**src/rtl/pwm_ramp_controller.sv**
```systemverilog
// pwm_ramp_controller: Avalon-MM slave driving one PWM channel whose duty
// ramps toward a software target in fixed steps, applied only at period
// boundaries so the waveform never glitches. Raises a maskable interrupt
// when a ramp completes.
//
// Bus handshake: a read or write is accepted in every cycle its strobe is
// high (no waitrequest). Writes land in the register at the next edge;
// read data appears on avs_readdata one cycle after avs_read and holds
// until the next read.
module pwm_ramp_controller #(
  parameter int CNT_W  = 16,
  parameter int RATE_W = 16
) (
  input  logic        clk,
  input  logic        reset,
  input  logic [2:0]  avs_address,
  input  logic        avs_read,
  input  logic        avs_write,
  input  logic [31:0] avs_writedata,
  output logic [31:0] avs_readdata,
  output logic        irq,
  output logic        pwm_out
);

  localparam logic [CNT_W-1:0]  CNT_ONE  = CNT_W'(1);
  localparam logic [CNT_W:0]    STEP_ONE = (CNT_W + 1)'(1);
  localparam logic [RATE_W-1:0] RATE_ONE = RATE_W'(1);

  typedef enum logic [1:0] {
    ST_IDLE = 2'd0,
    ST_HOLD = 2'd1,
    ST_RAMP = 2'd2
  } state_t;

  state_t state, state_nxt;

  // Software-visible registers
  logic [2:0]        ctrl;
  logic [CNT_W-1:0]  period_sh;
  logic [CNT_W-1:0]  target;
  logic [CNT_W-1:0]  step;
  logic [RATE_W-1:0] rate;
  logic              done;

  // Running state
  logic [CNT_W-1:0]  period_act;
  logic [CNT_W-1:0]  duty_act;
  logic [CNT_W-1:0]  cnt;
  logic [RATE_W-1:0] rate_cnt;

  logic en, irq_en, pol;
  assign en     = ctrl[0];
  assign irq_en = ctrl[1];
  assign pol    = ctrl[2];

  // Only the low CNT_W/RATE_W bits of write data carry register content.
  logic unused_wdata;
  assign unused_wdata = &{1'b0, avs_writedata[31:CNT_W]};

  logic             boundary;
  logic             ramp_tick;
  logic             rate_roll;
  logic             done_set;
  logic             done_clr;
  logic [CNT_W:0]   step_eff;
  logic [CNT_W:0]   sum_up;
  logic [CNT_W:0]   diff_dn;
  logic [CNT_W-1:0] duty_step;
  logic [CNT_W-1:0] duty_nxt;
  logic [CNT_W-1:0] period_cmp;
  logic             active;
  logic [31:0]      rd_mux;

  // Period boundary: last count of a period, every cycle when the period is
  // zero, and the cycle the block leaves IDLE.
  always_comb begin
    boundary = 1'b0;
    if (state == ST_IDLE) begin
      boundary = en;
    end else begin
      boundary = (period_act == '0) || (cnt == period_act - CNT_ONE);
    end
  end

  // Next duty value after one clamped step toward the target (CNT_W+1 bit math).
  always_comb begin
    step_eff  = (step == '0) ? STEP_ONE : {1'b0, step};
    sum_up    = {1'b0, duty_act} + step_eff;
    diff_dn   = {1'b0, duty_act} - {1'b0, target};
    duty_step = duty_act;
    if (duty_act < target) begin
      duty_step = (sum_up >= {1'b0, target}) ? target : sum_up[CNT_W-1:0];
    end else if (duty_act > target) begin
      duty_step = (diff_dn <= step_eff) ? target : (duty_act - step_eff[CNT_W-1:0]);
    end
  end

  assign ramp_tick = (state == ST_RAMP) && en && boundary;
  assign rate_roll = ramp_tick && (rate_cnt >= rate);
  assign duty_nxt  = rate_roll ? duty_step : duty_act;

  // Next-state logic; DONE is raised on the RAMP->HOLD transition.
  always_comb begin
    state_nxt = state;
    done_set  = 1'b0;
    case (state)
      ST_IDLE: begin
        if (en) begin
          state_nxt = (duty_act != target) ? ST_RAMP : ST_HOLD;
        end
      end
      ST_HOLD: begin
        if (!en) begin
          state_nxt = ST_IDLE;
        end else if (boundary && (duty_act != target)) begin
          state_nxt = ST_RAMP;
        end
      end
      ST_RAMP: begin
        if (!en) begin
          state_nxt = ST_IDLE;
        end else if (duty_nxt == target) begin
          state_nxt = ST_HOLD;
          done_set  = 1'b1;
        end
      end
      default: state_nxt = ST_IDLE;
    endcase
  end

  // State register
  always_ff @(posedge clk) begin
    if (reset) begin
      state <= ST_IDLE;
    end else begin
      state <= state_nxt;
    end
  end

  // Software register writes
  always_ff @(posedge clk) begin
    if (reset) begin
      ctrl      <= '0;
      period_sh <= '0;
      target    <= '0;
      step      <= '0;
      rate      <= '0;
    end else if (avs_write) begin
      case (avs_address)
        3'd0:    ctrl      <= avs_writedata[2:0];
        3'd1:    period_sh <= avs_writedata[CNT_W-1:0];
        3'd2:    target    <= avs_writedata[CNT_W-1:0];
        3'd3:    step      <= avs_writedata[CNT_W-1:0];
        3'd4:    rate      <= avs_writedata[RATE_W-1:0];
        default: ;
      endcase
    end
  end

  assign done_clr = avs_write && (avs_address == 3'd5) && avs_writedata[1];

  // Sticky DONE flag; a set in the same cycle as a clear wins.
  always_ff @(posedge clk) begin
    if (reset) begin
      done <= 1'b0;
    end else if (done_set) begin
      done <= 1'b1;
    end else if (done_clr) begin
      done <= 1'b0;
    end
  end

  // Period counter and period reload at boundaries
  always_ff @(posedge clk) begin
    if (reset) begin
      cnt        <= '0;
      period_act <= '0;
    end else begin
      if ((state_nxt == ST_IDLE) || boundary) begin
        cnt <= '0;
      end else begin
        cnt <= cnt + CNT_ONE;
      end
      if (boundary) begin
        period_act <= period_sh;
      end
    end
  end

  // Ramp engine: rate divider and duty update
  always_ff @(posedge clk) begin
    if (reset) begin
      rate_cnt <= '0;
      duty_act <= '0;
    end else begin
      if ((state != ST_RAMP) && (state_nxt == ST_RAMP)) begin
        rate_cnt <= '0;
      end else if (ramp_tick) begin
        rate_cnt <= rate_roll ? '0 : (rate_cnt + RATE_ONE);
      end
      duty_act <= duty_nxt;
    end
  end

  // While leaving IDLE the counter is at 0 and the new period is about to load,
  // so the shadow period is used for that one compare.
  assign period_cmp = (state == ST_IDLE) ? period_sh : period_act;
  assign active     = (period_cmp != '0) && (cnt < duty_act);

  // Registered PWM output; idle (and about-to-idle) drives the polarity level.
  always_ff @(posedge clk) begin
    if (reset) begin
      pwm_out <= 1'b0;
    end else if (state_nxt == ST_IDLE) begin
      pwm_out <= pol;
    end else begin
      pwm_out <= active ^ pol;
    end
  end

  // Read data selection, zero-extended
  always_comb begin
    rd_mux = '0;
    case (avs_address)
      3'd0:    rd_mux = 32'(ctrl);
      3'd1:    rd_mux = 32'(period_sh);
      3'd2:    rd_mux = 32'(target);
      3'd3:    rd_mux = 32'(step);
      3'd4:    rd_mux = 32'(rate);
      3'd5:    rd_mux = 32'({done, (state == ST_RAMP)});
      3'd6:    rd_mux = 32'(duty_act);
      default: rd_mux = '0;
    endcase
  end

  // Read data register: captured on a read strobe, held otherwise
  always_ff @(posedge clk) begin
    if (reset) begin
      avs_readdata <= '0;
    end else if (avs_read) begin
      avs_readdata <= rd_mux;
    end
  end

  assign irq = done && irq_en;

endmodule

```
**config.mk**
```make
export PLATFORM = sky130hd
export DESIGN_NAME = pwm_ramp_controller
export DESIGN_NICKNAME = d
export VERILOG_FILES = /design/src/rtl/pwm_ramp_controller.sv
export SDC_FILE = /design/constraint.sdc
export NUM_CORES = 1
export LEC_CHECK = 0
export BUFFER_PORTS_ARGS = -buffer_cell sky130_fd_sc_hd__buf_2
export CORE_ASPECT_RATIO = 1.75
export CORE_UTILIZATION = 45
export CTS_BUF_LIST = sky130_fd_sc_hd__clkbuf_4 sky130_fd_sc_hd__clkbuf_8 sky130_fd_sc_hd__clkbuf_16
export CTS_CLUSTER_DIAMETER = 200
export DETAILED_ROUTE_END_ITERATION = 6
export GPL_ROUTABILITY_DRIVEN = 0
export PLACE_DENSITY = 0.67
export SETUP_SLACK_MARGIN = 0.15
export SLEW_MARGIN = 20
export SYNTH_ARGS = -nofsm -noshare
export SYNTH_HDL_FRONTEND = slang
export SYNTH_SLANG_ARGS = --single-unit
```
**constraint.sdc**
```tcl
create_clock -name clk -period 9 [get_ports clk]
set_input_delay 0.9 -clock clk [delete_from_list [all_inputs] [get_ports clk]]
set_output_delay 0.9 -clock clk [all_outputs]
set_load 0.02 [all_outputs]
```
==> results.sh, run 1 <==
export IMPL_grt_overflow_total=0
export IMPL_synth_area_leader_cell="dfxtp_1"
export IMPL_clkTransAtPathRegs_ns=0.06
export IMPL_grt_pass1_vias=12350
export IMPL_use_met3=0.05828
export IMPL_finClkSkew_ns=0.01019
export IMPL_hpwl_um=34970
export IMPL_cap_violations=0
export IMPL_area_delta_synth_final_pct=7.002
export IMPL_hold_ws_ns=0.4562
export IMPL_avgSynthCellArea_um2=7.473
export IMPL_fin_setup_tns_ns=0
export IMPL_ant_nets=0
export IMPL_dr_pass1_iters=6
export IMPL_clkLatencyLatePin_ns=0.44
export IMPL_tightest_slew_ns=1.115
export IMPL_grt_antenna_before_repair=0
export IMPL_ys_ff_latch=151
export IMPL_routedWlPerCell_um=22.90
export IMPL_numCtsBuffers=17
export IMPL_layout_worst_path_cycle_share=0.8397
export IMPL_leakagePower_nw=5.324
export IMPL_via_count=12820
export IMPL_tritoncts="done"
export IMPL_cp_end_kind="register"
export IMPL_synth_adder_area_share=0.1175
export IMPL_yosysWarnings=0
export IMPL_fillers=2782
export IMPL_hold_buffers=0
export IMPL_critical_path_class="register to register"
export IMPL_final_nets=1812
export IMPL_netlist_instances=1693
export IMPL_clockBufferDepth=2
export IMPL_crit_required_ns=9.33
export IMPL_dieWidth_um=128.8
export IMPL_use_met2=0.5637
export IMPL_grt_pass1_wl_um=70790
export IMPL_async_reset_ff_frac=0
export IMPL_arrival_ns=7.89
export IMPL_slew_viol_final=0
export IMPL_busiest_layer="met2"
export IMPL_ctsRootBufferMaster="clkbuf_16"
export IMPL_antenna_cells=0
export IMPL_synth_top_family_by_area="simple AND/OR/NAND/NOR gates"
export IMPL_ys_types=82
export IMPL_hold_path_class="register to register"
export IMPL_route_final_wire_length_um=46680
export IMPL_rsz0062_at_grt="no"
export IMPL_drive_gt1_frac=0.07250
export IMPL_clock_sinks=151
export IMPL_drtIter0Drc=1088
export IMPL_yosysMostFrequentCell="nand2_1"
export IMPL_via_per_inst=6.289
export IMPL_rows=80
export IMPL_yosys_mux_area_fraction=0.05152
export IMPL_met1_usage=0.3410
export IMPL_die_h_um=223.8
export IMPL_p_per_area_nw_per_um2=140.6
export IMPL_io_buffers=40
export IMPL_synth_edf_count=0
export IMPL_post_cts_resized=0
export IMPL_h_tree_depth=4
export IMPL_synth_compound_area_frac=0.2170
export IMPL_post_cts_buffers=0
export IMPL_drc=0
export IMPL_slew_headroom=0.2567
export IMPL_crit_fanout=32
export IMPL_period_needed_ns=7.557
export IMPL_fmax_mhz=132.3
export IMPL_cp_start_kind="register"
export IMPL_setup_viol=0
export IMPL_synth_common_cells="nand2_1, nor2_1, dfxtp_1"
export IMPL_synth_xor_area_share=0.07516
export IMPL_synth_seq_area_share=0.2389
export IMPL_status="complete, no violations"
export IMPL_synth_area_leaders="dfxtp_1, ha_1, nand2_1, a21oi_1, nor2_1"
export IMPL_grt_usage=0.3305
export IMPL_peakVddDrop_mv=0.1458
export IMPL_ioPinCount=73
export IMPL_multi_input_area_um2=8825
export IMPL_seq_area_um2=3023
export IMPL_die_area_um2=28820
export IMPL_start_util=0.4613
export IMPL_grt_max_degree=101
export IMPL_hold_violations=0
export IMPL_synthFlopType="dfxtp_1"
export IMPL_yosysTopAreaCellShare=0.2389
export IMPL_fp_coreArea_um2=27430
export IMPL_synth_area_um2=12650
export IMPL_synthSimpleGateAreaFrac=0.2282
==> metal layers <==
layer  up-vias  wire length (µm)  share of wire
met3       227              3236          0.069
met1      6045             16170           0.35
li1       5918                 -              -
met4         0              4585          0.098
met5         -                 0              0
met2       627             22680           0.49
==> layout by cell type (no fill, tap or decap), types with 6 or more instances in the layout <==
| cell type | Yosys | routed |
|---|---|---|
| nor3_1 | 36 | 36 |
| mux2i_1 | 55 | 55 |
| or3_1 | 9 | 9 |
| and2_1 | 7 | 7 |
| nor4_1 | 16 | 15 |
| buf_2 | 8 | 39 |
| xor2_1 | 44 | 44 |
| a221o_1 | 8 | 8 |
| a21o_1 | 15 | 15 |
| nand2b_1 | 13 | 13 |
| nand3b_1 | 6 | 6 |
| nand2_1 | 215 | 215 |
| clkbuf_16 | 0 | 17 |
| o21a_1 | 10 | 10 |
| nor2_1 | 173 | 171 |
| a221oi_1 | 10 | 10 |
| a22oi_1 | 14 | 14 |
| o221ai_1 | 16 | 16 |
| a21oi_1 | 148 | 148 |
| conb_1 | 1 | 16 |
| nor2b_1 | 19 | 19 |
| a211oi_1 | 29 | 29 |
| inv_1 | 95 | 95 |
| and3_1 | 18 | 18 |
| nand3_1 | 44 | 44 |
| ha_1 | 114 | 114 |
| a2111oi_0 | 6 | 6 |
| o2111ai_1 | 9 | 9 |
| o211ai_1 | 14 | 14 |
| buf_4 | 16 | 13 |
| nand4_1 | 26 | 26 |
| or2_2 | 7 | 7 |
| o21ai_0 | 72 | 71 |
| a31oi_1 | 12 | 12 |
| dfxtp_1 | 151 | 151 |
| xnor2_1 | 62 | 62 |
==> final timing paths <==
| path | start | endpoint | slack [ns] | cells after the start |
|---|---|---|---|---|
| max | step[12]$_SDFFE_PP0P_ | done$_SDFFE_PP0P_ | 1.44 | 20 |
| max reg2reg | step[12]$_SDFFE_PP0P_ | done$_SDFFE_PP0P_ | 1.44 | 20 |
| min reg2reg | rate[15]$_SDFFE_PP0P_ | rate[15]$_SDFFE_PP0P_ | 0.46 | 2 |
| min | rate[15]$_SDFFE_PP0P_ | rate[15]$_SDFFE_PP0P_ | 0.46 | 2 |
==> cells by family (layout without fill, tap and decap cells) <==
family	after synthesis	in the layout
xor+xnor	107	107
other cells	1	16
buf+inv	220	181
flops	151	151
compound gates	418	418
fa+ha+maj	117	117
mux	62	62
simple gates	617	617
==> critical path: stages (launching register included) <==
cell,delay (ns)
dfxtp_1,0.40
nor3_1,0.74
a41o_1,0.44
ha_1,0.23
nand2b_1,0.08
a221o_1,0.45
a2111oi_0,0.74
nor3_1,0.14
xor2_1,0.41
ha_1,0.22
nand4_1,0.17
nor4_1,0.53
a2111o_1,0.19
a311o_1,0.11
buf_4,0.33
o21ai_0,0.22
a2111oi_4,0.46
nand4_1,0.21
nor4_2,0.83
nor2_1,0.19
o41ai_2,0.35
==> per-stage QoR <==
step                      worst slack [ns]  area (µm²)  instances  power, W    util
after floorplan                      3.890       12710       1708  0.001056       -
after global placement               2.354       12940       2006  0.001191  0.4720
after detailed placement             2.289       12950       2006  0.001196  0.4722
after CTS                            2.232       13520       2038  0.001885  0.4930
after global routing                 1.300       13540       2038  0.001971  0.4936
final                                1.443       13540       2038  0.001904  0.4936
==> registers in the layout, summed over array words and instances (netlist names) <==
signal / cells
avs_readdata: 16
cnt: 16
duty_act: 16
period_act: 16
period_sh: 16
rate: 16
rate_cnt: 16
step: 16
target: 16
ctrl: 3
state: 2
done: 1
pwm_out: 1
==> report_power, final <==
group / internal, W / switching [W] / leakage [nW]
sequential: 0.000677 / 0.0000148 / 1.22
combinational: 0.000173 / 0.000343 / 3.82
clock: 0.000397 / 0.000299 / 0.284
==> cell type report <==
type / instances / area share
clock buffer: 19 / 0.03346
clock inverter: 13 / 0.008780
inverter: 97 / 0.02689
multi-input combinational: 1337 / 0.6518
sequential: 151 / 0.2233
tap: 369 / 0.03410
timing repair buffer: 52 / 0.02163
No activity file was read; power rests on OpenSTA's default activity.
==> run 2, diff against run 1 <==
Clock period 9 ns to 7.85 ns, I/O delays scaled along.
==> run 2 against run 1 <==
Against the previous run: sequential power up 15%; combinational power up 16%; clock skew up 0.0032 ns; utilization up 0.26 points; register-to-register slack worse by 0.53 ns; flip-flop and latch count unchanged; via count about the same; highest routed layer unchanged; critical path type unchanged.
==> results.sh, run 2 (synthesis gave the netlist of run 1 again) <==
export IMPL_area_delta_synth_final_pct=7.565
export IMPL_clock_sinks=151
export IMPL_rsz0062_at_grt="no"
export IMPL_ioPinCount=73
export IMPL_layout_worst_path_cycle_share=0.8834
export IMPL_cp_end_kind="register"
export IMPL_min_delay_start="rate[15]$_SDFFE_PP0P_"
export IMPL_dieWidth_um=128.8
export IMPL_fin_setup_tns_ns=0
export IMPL_start_util=0.4613
export IMPL_ant_nets=0
export IMPL_post_route_util=0.4962
export IMPL_hold_path_class="register to register"
export IMPL_period_needed_ns=6.935
export IMPL_slew_viol_final=0
export IMPL_grt_pass1_vias=12340
export IMPL_clockBufferDepth=2
export IMPL_drive_gt1_frac=0.07472
export IMPL_via_per_inst=6.274
export IMPL_drtIter0Drc=1147
export IMPL_hpwl_um=35160
export IMPL_arrival_ns=7.27
export IMPL_setup_viol=0
export IMPL_leakagePower_nw=5.356
export IMPL_layout_common_cells="nand2_1, nor2_1, dfxtp_1"
export IMPL_dp_cells=2009
export IMPL_peakVddDrop_mv=0.1792
export IMPL_via_count=12810
export IMPL_post_cts_buffers=0
export IMPL_crit_required_ns=8.18
export IMPL_hold_ws_ns=0.4554
export IMPL_grt_usage=0.3279
export IMPL_rows=80
export IMPL_p_per_area_nw_per_um2=166.3
export IMPL_power_frac_comb=0.263
export IMPL_route_final_wire_length_um=46640
export IMPL_drc=0
export IMPL_clkLatencyLatePin_ns=0.45
export IMPL_grt_overflow_total=0
export IMPL_crit_fanout=31
export IMPL_finClkSkew_ns=0.01338
export IMPL_highest_signal_layer="met4"
export IMPL_grt_max_degree=90
export IMPL_clkPwrFrac=0.386
export IMPL_power_frac_seq=0.350
export IMPL_h_tree_depth=4
export IMPL_fmax_mhz=144.2
export IMPL_swShare=0.3442
export IMPL_p_int_w=0.001484
export IMPL_hold_buffers=0
export IMPL_power_switching_w=0.0007791
export IMPL_clkTransAtPathRegs_ns=0.07
export IMPL_fin_cells=2042
export IMPL_final_nets=1816
export IMPL_io_buffers=40
export IMPL_critical_path_class="register to register"
export IMPL_cp_start_kind="register"
export IMPL_post_cts_resized=0
export IMPL_hold_violations=0
export IMPL_tritoncts="done"
export IMPL_slew_headroom=0.2733
export IMPL_tightest_slew_ns=1.082
export IMPL_wl_met2_um=22580
export IMPL_finalPower_w=0.002263
export IMPL_fp_coreArea_um2=27430
export IMPL_ctsRootBufferMaster="clkbuf_16"
export IMPL_layout_commonest_cell="nand2_1"
export IMPL_cap_violations=0
export IMPL_antenna_cells=0
export IMPL_grt_pass1_wl_um=70380
export IMPL_wl_met1_um=16060
export IMPL_met3WireLength_um=3252
export IMPL_routedWlPerCell_um=22.84
export IMPL_dr_pass1_iters=5
export IMPL_grt_antenna_before_repair=1
export IMPL_crit_start="step[12]$_SDFFE_PP0P_"
export IMPL_die_area_um2=28820
export IMPL_status="complete, no violations"
export IMPL_r2r_start="step[12]$_SDFFE_PP0P_"
export IMPL_die_h_um=223.8
export IMPL_numCtsBuffers=17
run 2: cell count changes in the layout (fill, tap and decap cells not counted), sizes merged:
cell and delta:
clkinvlp +1, bufinv +2, buf +4, inv +3
clkinv -4, clkbuf -2
run 2: power by group through the flow:
stage / combinational, W / sequential, W / clock (W)
finish: 0.000596 / 0.000793 / 0.000875
global route: 0.000633 / 0.000793 / 0.000908
CTS: 0.000567 / 0.000792 / 0.000880
detailed placement: 0.000564 / 0.000809 / 0
global placement: 0.000556 / 0.000809 / 0
floorplan: 0.000407 / 0.000804 / 0
run 2: final cells by class:
cell class | instances | area [µm²]
repair buffers | 56 | 320.3
clock inverters | 15 | 190.2
flip-flops and latches | 151 | 3023
clock buffers | 17 | 425.4
well taps | 369 | 461.7
inverters | 97 | 364.1
fillers | 2766 | 13820
multi-input cells | 1337 | 8825
run 2: worst paths after layout:
| kind | endpoint | slack [ns] | cells past startpoint |
|---|---|---|---|
| max | state[1]$_SDFF_PP0_ | 0.91 | 21 |
| min | rate[15]$_SDFFE_PP0P_ | 0.46 | 2 |
| max reg2reg | state[1]$_SDFF_PP0_ | 0.91 | 21 |
| min reg2reg | rate[15]$_SDFFE_PP0P_ | 0.46 | 2 |
run 2: routing by layer:
metal	vias to the layer above	GRT usage
li1	5931	-
met1	5969	0.3367
met2	661	0.5597
met3	251	0.05493
met4	0	0.3047
met5	-	0
run 2: metrics by stage:
stage | cell area (µm²) | setup slack, ns
CTS | 13590 | 1.519
global placement | 12970 | 1.575
global route | 13610 | 0.8525
floorplan | 12710 | 2.740
finish | 13610 | 0.9150
detailed placement | 12970 | 1.556
run 2: worst max-delay path, stage by stage, from the launching register on:
cell,delay (ns)
dfxtp_1,0.38
nor3_1,0.87
a41o_1,0.46
ha_1,0.25
nand2b_1,0.09
a221o_1,0.46
a2111oi_0,0.69
o32a_1,0.29
xnor2_1,0.38
ha_1,0.31
o21a_1,0.13
o21a_1,0.13
nand2_1,0.06
o21ai_0,0.24
a311o_1,0.18
buf_4,0.35
nor2_1,0.21
o41ai_1,0.13
nand4_1,0.22
nor4_2,0.54
nor2_1,0.13
o31a_1,0.30
